--- src/rtl/axi_wr_master_ot.sv ---
// AXI4 write master with up to MAX_OUTSTANDING bursts in flight; W beats are gated by per-burst credits.
// Build macro WR_BRESP_ERR_EN adds a sticky BRESP error flag (wr_err) and first-error id (wr_err_id).
module axi_wr_master_ot #(
  parameter int         AXI_ADDR_WIDTH  = 32,
  parameter int         AXI_DATA_WIDTH  = 128,
  parameter logic [3:0] AXI_ID          = 4'd0,
  parameter int         MAX_OUTSTANDING = 4
) (
  input  logic                        axi_clk,
  input  logic                        a_rst_sync,
  input  logic                        axi_aw_req_en,
  output logic                        axi_aw_ready,
  input  logic [7:0]                  axi_aw_burst_len,
  input  logic [AXI_ADDR_WIDTH-1:0]   axi_aw_addr,
  input  logic                        axi_w_valid,
  output logic                        axi_w_ready,
  input  logic [AXI_DATA_WIDTH-1:0]   axi_w_data,
  input  logic [AXI_DATA_WIDTH/8-1:0] axi_w_strb,
  input  logic                        axi_w_last,
  output logic                        wr_done,
  output logic                        wr_busy,
  output logic                        m_axi_awvalid,
  output logic [AXI_ADDR_WIDTH-1:0]   m_axi_awaddr,
  output logic [3:0]                  m_axi_awid,
  output logic [7:0]                  m_axi_awlen,
  output logic [1:0]                  m_axi_awburst,
  output logic [2:0]                  m_axi_awsize,
  output logic [2:0]                  m_axi_awprot,
  output logic [3:0]                  m_axi_awqos,
  output logic                        m_axi_awlock,
  output logic [3:0]                  m_axi_awcache,
  input  logic                        m_axi_awready,
  output logic                        m_axi_wvalid,
  output logic [AXI_DATA_WIDTH-1:0]   m_axi_wdata,
  output logic [AXI_DATA_WIDTH/8-1:0] m_axi_wstrb,
  output logic                        m_axi_wlast,
  input  logic                        m_axi_wready,
  input  logic [3:0]                  m_axi_bid,
  input  logic [1:0]                  m_axi_bresp,
  input  logic                        m_axi_bvalid,
`ifdef WR_BRESP_ERR_EN
  output logic                        wr_err,
  output logic [3:0]                  wr_err_id,
`endif
  output logic                        m_axi_bready
);

  localparam int         STRB_W = AXI_DATA_WIDTH / 8;
  localparam logic [2:0] AWSIZE = 3'($clog2(STRB_W));
  localparam logic [3:0] MAX_OT = 4'(MAX_OUTSTANDING);

  logic [3:0]                ost_cnt_q, ost_cnt_d;
  logic [3:0]                wcred_q, wcred_d;
  logic                      awvalid_q;
  logic [AXI_ADDR_WIDTH-1:0] awaddr_q;
  logic [7:0]                awlen_q;
  logic                      wvalid_q;
  logic [AXI_DATA_WIDTH-1:0] wdata_q;
  logic [STRB_W-1:0]         wstrb_q;
  logic                      wlast_q;
  logic                      wr_done_q;
  logic                      aw_acc, w_acc, w_last_acc, b_take;

  // Output stages may reload in the same cycle they hand off, so no bubbles.
  assign axi_aw_ready = (ost_cnt_q < MAX_OT) && (!awvalid_q || m_axi_awready);
  assign axi_w_ready  = (wcred_q != 4'd0) && (!wvalid_q || m_axi_wready);
  assign aw_acc       = axi_aw_req_en && axi_aw_ready;
  assign w_acc        = axi_w_valid && axi_w_ready;
  assign w_last_acc   = w_acc && axi_w_last;
  // A stray B with nothing outstanding is dropped entirely.
  assign b_take       = m_axi_bvalid && m_axi_bready && (ost_cnt_q != 4'd0);

  always_comb begin
    ost_cnt_d = ost_cnt_q;
    wcred_d   = wcred_q;
    case ({aw_acc, b_take})
      2'b10:   ost_cnt_d = ost_cnt_q + 4'd1;
      2'b01:   ost_cnt_d = ost_cnt_q - 4'd1;
      default: ost_cnt_d = ost_cnt_q;
    endcase
    case ({aw_acc, w_last_acc})
      2'b10:   wcred_d = wcred_q + 4'd1;
      2'b01:   wcred_d = wcred_q - 4'd1;
      default: wcred_d = wcred_q;
    endcase
  end

  always_ff @(posedge axi_clk or negedge a_rst_sync) begin
    if (!a_rst_sync) begin
      ost_cnt_q <= 4'd0;
      wcred_q   <= 4'd0;
      awvalid_q <= 1'b0;
      awaddr_q  <= '0;
      awlen_q   <= 8'd0;
      wvalid_q  <= 1'b0;
      wdata_q   <= '0;
      wstrb_q   <= '0;
      wlast_q   <= 1'b0;
      wr_done_q <= 1'b0;
    end else begin
      ost_cnt_q <= ost_cnt_d;
      wcred_q   <= wcred_d;
      wr_done_q <= b_take;
      if (aw_acc) begin
        awvalid_q <= 1'b1;
        awaddr_q  <= axi_aw_addr;
        awlen_q   <= axi_aw_burst_len;
      end else if (m_axi_awready) begin
        awvalid_q <= 1'b0;
      end
      if (w_acc) begin
        wvalid_q <= 1'b1;
        wdata_q  <= axi_w_data;
        wstrb_q  <= axi_w_strb;
        wlast_q  <= axi_w_last;
      end else if (m_axi_wready) begin
        wvalid_q <= 1'b0;
      end
    end
  end

  assign m_axi_awvalid = awvalid_q;
  assign m_axi_awaddr  = awaddr_q;
  assign m_axi_awlen   = awlen_q;
  assign m_axi_awid    = AXI_ID;
  assign m_axi_awburst = 2'b01;
  assign m_axi_awsize  = AWSIZE;
  assign m_axi_awprot  = 3'd0;
  assign m_axi_awqos   = 4'd0;
  assign m_axi_awlock  = 1'b0;
  assign m_axi_awcache = 4'd0;
  assign m_axi_wvalid  = wvalid_q;
  assign m_axi_wdata   = wdata_q;
  assign m_axi_wstrb   = wstrb_q;
  assign m_axi_wlast   = wlast_q;
  assign m_axi_bready  = 1'b1;
  assign wr_done       = wr_done_q;
  assign wr_busy       = (ost_cnt_q != 4'd0) || awvalid_q || wvalid_q;

`ifdef WR_BRESP_ERR_EN
  logic       wr_err_q;
  logic [3:0] wr_err_id_q;

  // Sticky until reset; the id is frozen at the first SLVERR/DECERR.
  always_ff @(posedge axi_clk or negedge a_rst_sync) begin
    if (!a_rst_sync) begin
      wr_err_q    <= 1'b0;
      wr_err_id_q <= 4'd0;
    end else if (b_take && m_axi_bresp[1] && !wr_err_q) begin
      wr_err_q    <= 1'b1;
      wr_err_id_q <= m_axi_bid;
    end
  end

  assign wr_err    = wr_err_q;
  assign wr_err_id = wr_err_id_q;
`else
  logic unused_b;
  assign unused_b = ^{m_axi_bid, m_axi_bresp};
`endif

endmodule
--- config.mk ---
export PLATFORM = sky130hd
export DESIGN_NAME = axi_wr_master_ot
export DESIGN_NICKNAME = d
export VERILOG_FILES = /design/src/rtl/axi_wr_master_ot.sv
export SDC_FILE = /design/constraint.sdc
export NUM_CORES = 1
export LEC_CHECK = 0
export ABC_AREA = 1
export CAP_MARGIN = 0
export CORE_AREA = 2 2 159 161
export DETAILED_ROUTE_END_ITERATION = 16
export DIE_AREA = 0 0 161 163
export PLACE_DENSITY = 0.75
export SLEW_MARGIN = 20
export SYNTH_ARGS = -nofsm -noshare
export SYNTH_HDL_FRONTEND = slang
export SYNTH_SLANG_ARGS = --single-unit
--- constraint.sdc ---
create_clock -name axi_clk -period 2.2 [get_ports axi_clk]
set_input_delay 0.44 -clock axi_clk [delete_from_list [all_inputs] [get_ports axi_clk]]
set_output_delay 0.44 -clock axi_clk [all_outputs]
set_load 0.05 [all_outputs]
==> results of run 1 <==
## power by group
group	total (uW)	switching, uW	internal, uW
Combinational	14200	9620	4540
Sequential	6310	982	5330
Clock	3060	1500	1560
## what timing repair did
item | 4_1_cts | 5_1_grt
setup buffers | 0 | 2
endpoints found under the setup margin | 1 | 3
endpoints found under the hold margin | 44 | 0
gates resized for setup | 2 | 3
pin swaps | 0 | 3
hold buffers | 1 | 0
cloned | 2 | 0
## final timing paths
path,from,to
hold / removal,m_axi_wdata[39],m_axi_wdata[39]
setup reg to reg,wcred_q[3],wcred_q[3]
min in group asynchronous,a_rst_sync,m_axi_awaddr[10]
hold reg to reg,m_axi_wdata[39],m_axi_wdata[39]
max in group asynchronous,a_rst_sync,m_axi_wdata[47]
setup / recovery,m_axi_wvalid,m_axi_wvalid
## layer usage
| layer | global-route usage [%] | vias to the layer above |
|---|---|---|
| met5 | 0 | - |
| met4 | 6.006 | 0 |
| met3 | 5.551 | 35 |
| met2 | 33.18 | 331 |
| met1 | 26.50 | 3760 |
| li1 | - | 3745 |
## cell usage in the layout (no fill, tap or decap), types with 5 or more instances in the layout
master and n:
inv_1 14, buf_12 9, nand4_1 145, clkinv_4 5, nand2_1 395, conb_1 22, dfrtp_1 194, buf_4 19
ha_1 5, nand3_1 44, clkdlybuf4s50_1 377, clkbuf_16 17
## metrics by stage
stage          utilization, %  TNS (ns)  hold slack (ns)  instances  setup slack [ns]
2_1_floorplan               -         0           0.1444        948          0.006571
3_5_place_dp            50.55   -0.8048           0.4362       1584           -0.1846
6_report                53.31         0           0.4708       1621           0.08662
5_1_grt                 53.31         0           0.4851       1621           0.02028
3_3_place_gp            50.55   -0.4078           0.4361       1584           -0.1355
4_1_cts                 53.21         0           0.4578       1619           0.01788
## area by class of cell
type	count	area, um^2	area share (%)
Clock inverter	12	113.9	0.8656
Sequential cell	196	4907	37.31
Multi-Input combinational cell	638	2994	22.76
Tap cell	330	412.9	3.139
Inverter	15	56.30	0.4280
Clock buffer	20	456.7	3.472
Timing Repair Buffer	410	4213	32.03
## cell usage after synthesis
| cell | n | area [um^2] |
|---|---|---|
| conb_1 | 2 | 7.510 |
| inv_2 | 1 | 3.750 |
| dfrtp_1 | 196 | 4905 |
| o21ai_0 | 4 | 20.02 |
| nand2_1 | 396 | 1486 |
| o21a_1 | 1 | 7.510 |
| nand3_1 | 46 | 230.2 |
| ha_1 | 6 | 75.07 |
| fa_1 | 2 | 40.04 |
| and2_1 | 2 | 12.51 |
| buf_1 | 8 | 30.03 |
| nand4_1 | 145 | 907.1 |
| nand3_2 | 2 | 20.02 |
| inv_1 | 14 | 52.55 |
| nor2_1 | 5 | 18.77 |
| buf_2 | 46 | 230.2 |
| xnor2_1 | 2 | 17.52 |
| clkbuf_1 | 8 | 30.03 |
| xor2_1 | 2 | 17.52 |
| or2_2 | 3 | 18.77 |
| buf_4 | 37 | 277.8 |
## registers in the layout (all words and copies together) (netlist names)
| register | flops |
|---|---|
| wcred_q | 4 |
| m_axi_awvalid | 1 |
| ost_cnt_q | 4 |
| m_axi_wvalid | 1 |
| m_axi_wlast | 1 |
| m_axi_wdata | 128 |
| wr_done | 1 |
| m_axi_awlen | 8 |
| m_axi_wstrb | 16 |
| m_axi_awaddr | 32 |
## logic make-up after synthesis
kind of cell	share of synthesized area [%]
AND/OR/NAND/NOR	32.04
flip-flops	58.33
adder cells (fa/ha/maj)	1.369
other	0.08932
XOR/XNOR	0.4167
AO/OA/AOI/OAI	0.3274
buffers and inverters	7.426
==> flow_summary.yaml, run 1 <==
worst_setup_path:
  critical_path_required_ns: 1.76
  worstPathMaxFanout: 3
  critPathBufInv: 1
  setup.worst_path.start_class: "flop"
  crit_chain: "clkdlybuf4s50_1"
  crit_family: "buffers and inverters"
  worst_r2r_path_depth: 11
  critical_path_arrival_ns: 1.67
  r2r_slack_ns: 0.17
  worstSetupPathType: "flop to output port"
  cpPeakStageDelay_ns: 0.83
  timing.critical_path.to_type: "output port"
  slowest_stage: "clkdlybuf4s50_1"
  path_depth: 1
clocking:
  cts_max_level: 4
  clockBufferDepth: 2
  cts_made_buffers: 17
  path_clk_slew_ns: 0.08
  clock-sinks: 196
  clk_latency_ns: 0.42
  cts-root-buf: "clkbuf_16"
  cts_tree: "built"
sta:
  rsz0062_at_grt: "no"
  worst_pin_slew_ns: 0.8000
  fmax_ghz: 0.4732
  fin_crit_ns: 2.113
  finalHoldViolations: 0
  skew_ns: 0.01332
  slew_viol_final: 0
  slew_headroom_pct: 46.66
  setup-violations-final: 0
  post-route-period-util_pct: 96.06
global_routing:
  grt_max_degree: 145
  grt_util_all_layers_pct: 20.30
  grt_pass1_vias: 7698
  grt_overflow: 0
  grt_pass1_wl_um: 42400
  grt_antenna_before_repair: 0
floorplan:
  core_area_um2: 24670
  fp-row-count: 58
  ios: 411
  dieArea_um2: 26240
  die_w_um: 161
  die_y_um: 163
  start_util_pct: 34.08
route:
  drcViolationCount: 0
  viasPerCell: 4.856
  wl_per_cell_um: 16.70
  antenna_left: 0
  dr.pass1.iters: 7
  dr_wl_met2_um: 13040
  top_layer: "met4"
  met3_length_um: 2027
  vias: 7871
  routed_wl_um: 27070
  wl_met1_um: 11460
  drt_iter0_markers: 651
placement:
  port_buffers: 382
  post_dp_cell_area_um2: 12470
  gp_congestion: 0.8077
  dp_hpwl_um: 17930
run_status:
  status: "complete, no violations"
hold_path:
  hold-path-cell-count: 2
  hp-class: "flop to flop"
layout:
  fillers: 2240
  nets: 1484
  drive_gt1_share_pct: 5.964
  antenna_cells: 0
  final_cell_area_um2: 13150
  syn2layout_area_growth_pct: 56.44
job:
  max_cap_violations: 0
logic_synthesis:
  syn_area_um2: 8408
  ys_warn_count: 0
  yosysSeqAreaShare_pct: 58.33
  synthDistinctLibCells: 21
  synth.avg_cell_area_um2: 9.060
  syn_inst: 928
  ys_ff_latch: 196
pwr:
  power_uw: 23540
  vdd_ir_drop_max_mv: 0.9266
  p_leak_uw: 0.006302
  power.density_nw_per_um2: 1789
Power figures use the tool's default switching activity.
==> inputs of run 2 (changes only) <==
- CAP_MARGIN: 0 -> unset
- CORE_AREA: 2 2 159 161 -> 2 2 160 162
- DIE_AREA: 0 0 161 163 -> 0 0 162 164
- PLACE_DENSITY: 0.75 -> 0.71
- clock period: 2.2 -> 2.4 ns (I/O delays scaled with it)
==> run 2 against run 1 <==
Net effect: design area fell by 1.4%; flip-flop and latch count did not move; sequential share of layout area rose by 0.52 points; highest routed layer unchanged; critical path depth did not move; global-route usage fell by 1.0 points; non-clock buffer count fell by 11; clock power fell by 9.8%; critical path type unchanged; total power fell by 10%.
==> flow_summary.yaml, run 2 (same netlist as run 1, synthesis figures left out) <==
pwr:
  p_leak_uw: 0.006199
  vdd_ir_drop_max_mv: 0.9148
  power.density_nw_per_um2: 1633
  power_uw: 21180
clocking:
  postCtsSetupRepairBufs: 0
  cts_made_buffers: 17
  clock-sinks: 196
  cts-root-buf: "clkbuf_16"
  cts_tree: "built"
  path_clk_slew_ns: 0.08
  hold_buffers: 0
  clk_latency_ns: 0.42
  clockBufferDepth: 2
  cts_max_level: 4
  cts-resized-gates: 0
worst_setup_path:
  setup.worst_path.start_class: "flop"
  worstSetupPathType: "flop to output port"
  critical_path_arrival_ns: 1.74
  slowest_stage: "clkdlybuf4s50_1"
  worstPathMaxFanout: 3
  critical_path_required_ns: 1.92
  crit_chain: "clkdlybuf4s50_1"
  timing.critical_path.to_type: "output port"
  crit_family: "buffers and inverters"
  cpPeakStageDelay_ns: 0.88
  critPathBufInv: 1
sta:
  tns_ns: 0
  fin_crit_ns: 2.222
  setup-violations-final: 0
  post-route-period-util_pct: 92.57
  hold_ws_ns: 0.01834
  rsz0062_at_grt: "no"
  finalHoldViolations: 0
  slew_viol_final: 0
  skew_ns: 0.01554
  fmax_ghz: 0.4501
  slew_headroom_pct: 41.16
  worst_pin_slew_ns: 0.8827
layout:
  utilization_pct: 52.24
  nets: 1473
  final_cell_area_um2: 12970
  largest_register_ffs: 128
  mostFrequentLayoutCell: "nand2_1"
  syn2layout_area_growth_pct: 54.21
  fillers: 2298
  multiInputGateArea_um2: 2982
  regArea_um2: 4905
  mostFrequentLayoutCells: "nand2_1, clkdlybuf4s50_1, dfrtp_1"
  drive_gt1_share_pct: 4.691
route:
  met3_length_um: 1781
  antenna_left: 0
  vias: 7816
  top_layer: "met4"
  drcViolationCount: 0
  routed_wl_um: 26210
  drt_iter0_markers: 614
  wl_per_cell_um: 16.28
  dr.pass1.iters: 5
  dr_wl_met2_um: 12870
  viasPerCell: 4.855
  wl_met1_um: 10940
global_routing:
  grt_max_degree: 145
  grt_overflow: 0
  grt_util_all_layers_pct: 19.26
  grt_antenna_before_repair: 0
  grt_pass1_vias: 7592
  grt_pass1_wl_um: 40830
floorplan:
  start_util_pct: 33.88
  fp-row-count: 58
  die_w_um: 162
  dieArea_um2: 26570
  die_y_um: 164
  ios: 411
  core_area_um2: 24820
run_status:
  status: "complete, no violations"
hold_path:
  hp-class: "input port to asynchronous set/reset pin"
placement:
  post_dp_cell_area_um2: 12400
  gp_congestion: 0.8026
  dp_hpwl_um: 17880
  port_buffers: 382
job:
  max_cap_violations: 0
## run 2: layer usage
| metal | up-vias | track usage [%] |
|---|---|---|
| li1 | 3711 | - |
| met1 | 3778 | 24.84 |
| met2 | 292 | 31.49 |
| met3 | 35 | 5.152 |
| met4 | 0 | 6.557 |
| met5 | - | 0 |
## run 2: report_power, final
group          internal, uW  switching (uW)
clock network          1400            1360
registers              4880             893
logic                  3940            8710
## run 2: layout make-up
cell class              count  area share (%)
diodes                      1         0.01930
clock inverters            12          0.9264
clock buffers              19           3.416
flip-flops and latches    196           37.83
well taps                 330           3.184
inverters                  15          0.4342
multi-input cells         638           23.00
repair buffers            399           31.20
## run 2: worst paths after layout
kind / start / end / slack, ns / cells after the start
setup / recovery: m_axi_wvalid / m_axi_wvalid / 0.18 / 1
hold / removal: a_rst_sync / m_axi_awaddr[16] / 0.02 / 1
setup reg to reg: ost_cnt_q[3] / ost_cnt_q[3] / 0.30 / 10
hold reg to reg: m_axi_wdata[82] / m_axi_wdata[82] / 0.47 / 2
max in group asynchronous: a_rst_sync / m_axi_wdata[10] / 1.66 / 2
min in group axi_clk: axi_w_valid / m_axi_wlast / 0.39 / 3
## run 2: stage by stage
step / worst slack [ns] / instances
floorplan: 0.02336 / 948
CTS: 0.1547 / 1609
global placement: -0.02445 / 1578
finish: 0.1783 / 1610
global route: 0.1125 / 1609
detailed placement: -0.03322 / 1578
==> inputs of run 3 (changes only) <==
- CORE_AREA: 2 2 160 162 -> 2 2 159 161
- DIE_AREA: 0 0 162 164 -> 0 0 161 163
- PLACE_DENSITY: 0.71 -> 0.75
- clock period: 2.4 -> 1.9 ns (I/O delays scaled with it)
==> run 3 against run 2 <==
Net effect: first-iteration DRC count fell by 7.5%; die area fell by 1.2%; sequential share of layout area rose by 0.17 points; clock skew fell by 0.0011 ns; design area fell by 0.39%; clock power rose by 29%; global-route usage rose by 0.86 points; hold slack improved by 0.29 ns; flip-flop and latch count did not move; total power rose by 24%; core utilization rose by 0.10 points; largest power group unchanged.
==> flow_summary.yaml, run 3 (same netlist as run 1, synthesis figures left out) <==
route:
  dr.pass1.iters: 5
  routed_wl_um: 26980
  antenna_left: 0
  wl_per_cell_um: 16.54
  vias: 7949
  drcViolationCount: 0
  drt_iter0_markers: 568
  viasPerCell: 4.874
sta:
  slew_viol_final: 0
  fin_crit_ns: 1.897
  worst_pin_slew_ns: 0.5285
  rsz0062_at_grt: "yes"
  setup_ws_ns: 0.003193
  setup-violations-final: 0
  tns_ns: 0
  post-route-period-util_pct: 99.83
  finalHoldViolations: 0
  slew_headroom_pct: 64.77
  fmax_ghz: 0.5272
  skew_ns: 0.01440
global_routing:
  grtUsageMet1_pct: 25.15
  grt.busiest_layer: "met2"
  use_met2_pct: 33.13
  grt_max_degree: 105
  grt_pass1_vias: 7703
  grt_antenna_before_repair: 1
  grt_overflow: 0
  use_met3_pct: 6.774
  grt_pass1_wl_um: 41750
  grt_util_all_layers_pct: 20.12
worst_setup_path:
  critical_path_required_ns: 1.52
  r2r_slack_ns: 0.09
  r2r_end: "wcred_q[3]"
  critPathBufInv: 2
  timing.critical_path.to_type: "output port"
  worstPathMaxFanout: 3
  crit_top_cell: "buf_12"
  critical_path_arrival_ns: 1.52
  worst_r2r_path_depth: 11
  worst_r2r_startpoint: "wcred_q[3]"
  crit_chain: "nor2_2, nand3_4, buf_12, and2_4, buf_12"
  worstSetupPathType: "flop to output port"
  slowest_stage: "dfrtp_1"
  cpPeakStageDelay_ns: 0.41
  crit_family: "flip-flops"
  setup.worst_path.start_class: "flop"
clocking:
  cts-root-buf: "clkbuf_16"
  clock-sinks: 196
  path_clk_slew_ns: 0.07
  clk_latency_ns: 0.43
  cts_made_buffers: 17
  cts_max_level: 4
  cts_tree: "built"
  clockBufferDepth: 2
hold_path:
  min_to: "m_axi_wlast"
  hold-path-cell-count: 3
  hp-start: "axi_w_valid"
  hp-class: "input port to flop"
pwr:
  p_leak_uw: 0.006660
  power_uw: 26300
  power.density_nw_per_um2: 2036
  vdd_ir_drop_max_mv: 1.103
layout:
  mostFrequentLayoutCell: "nand2_1"
  largest_register_ffs: 128
  drive_gt1_share_pct: 14.54
  nets: 1494
  syn2layout_area_growth_pct: 53.62
  mostFrequentLayoutCells: "nand2_1, dfrtp_1, clkdlybuf4s50_1"
  final_cells: 1631
floorplan:
  die_y_um: 163
  die_w_um: 161
  start_util_pct: 34.08
  core_area_um2: 24670
  fp-row-count: 58
  dieArea_um2: 26240
  ios: 411
placement:
  place_ws_ns: -0.2327
  port_buffers: 382
  gp_congestion: 0.7987
  dp_hpwl_um: 18400
  placedCellCount: 1593
job:
  max_cap_violations: 0
run_status:
  status: "complete, no violations"
[run 3: cell count changes in the layout (fill, tap and decap cells not counted), moves of 4 or more]
cell / delta
buf_4: +105
clkdlybuf4s50_1: -188
dlygate4sd2_1: +99
ha_1: -4
ha_4: +4
inv_1: -5
inv_2: +5
o21ai_0: -4
o21ai_1: +4
[run 3: timing repair]
item / 4_1_cts / 5_1_grt
hold buffers: 1 / 0
gates resized for setup: 106 / 5
setup endpoints to repair: 102 / 4
setup buffers: 2 / 3
pin swaps: 2 / 6
hold endpoints to repair: 36 / 0
[run 3: area by class of cell]
class / count / area [um^2]
fillers: 2289 / 11760
flip-flops and latches: 196 / 4907
repair buffers: 420 / 3900
multi-input cells: 638 / 3064
clock buffers: 19 / 452.9
well taps: 330 / 412.9
clock inverters: 12 / 120.1
inverters: 15 / 56.30
diodes: 1 / 2.502
[run 3: worst max-delay path by stage]
stage	from	end	slack [ns]	cells past startpoint
after floorplan	m_axi_awvalid	wcred_q[3]	-0.03	11
after global placement	m_axi_awready	wcred_q[3]	-0.22	10
after detailed placement	m_axi_awready	wcred_q[3]	-0.23	10
after CTS	wcred_q[3]	axi_w_ready	-0.1	5
after global routing	ost_cnt_q[3]	wr_busy	-0.08	6
final	wcred_q[3]	axi_w_ready	0.003	5
[run 3: where the power goes]
| group | switching (uW) | total, uW | internal (uW) |
|---|---|---|---|
| clock | 1770 | 3560 | 1800 |
| combinational | 11100 | 15500 | 4330 |
| sequential | 1090 | 7260 | 6170 |
[run 3: tightest hold or removal path, stage by stage]
cell and delay [ns]:
buf_4 0.13, nand4_1 0.11, nand2_1 0.06
[run 3: metal layers]
layer,up-vias,wire length [um]
li1,3765,-
met1,3804,11040
met2,345,12990
met3,33,2395
met4,2,535
met5,-,12
[run 3: per-stage QoR]
stage | instance area, um^2 | utilization (%) | hold slack, ns
2_1_floorplan | 8564 | - | 0.08441
3_3_place_gp | 12390 | 50.21 | 0.3541
3_5_place_dp | 12390 | 50.21 | 0.3452
4_1_cts | 12880 | 52.22 | 0.2859
5_1_grt | 12910 | 52.34 | 0.3256
6_report | 12920 | 52.35 | 0.3061
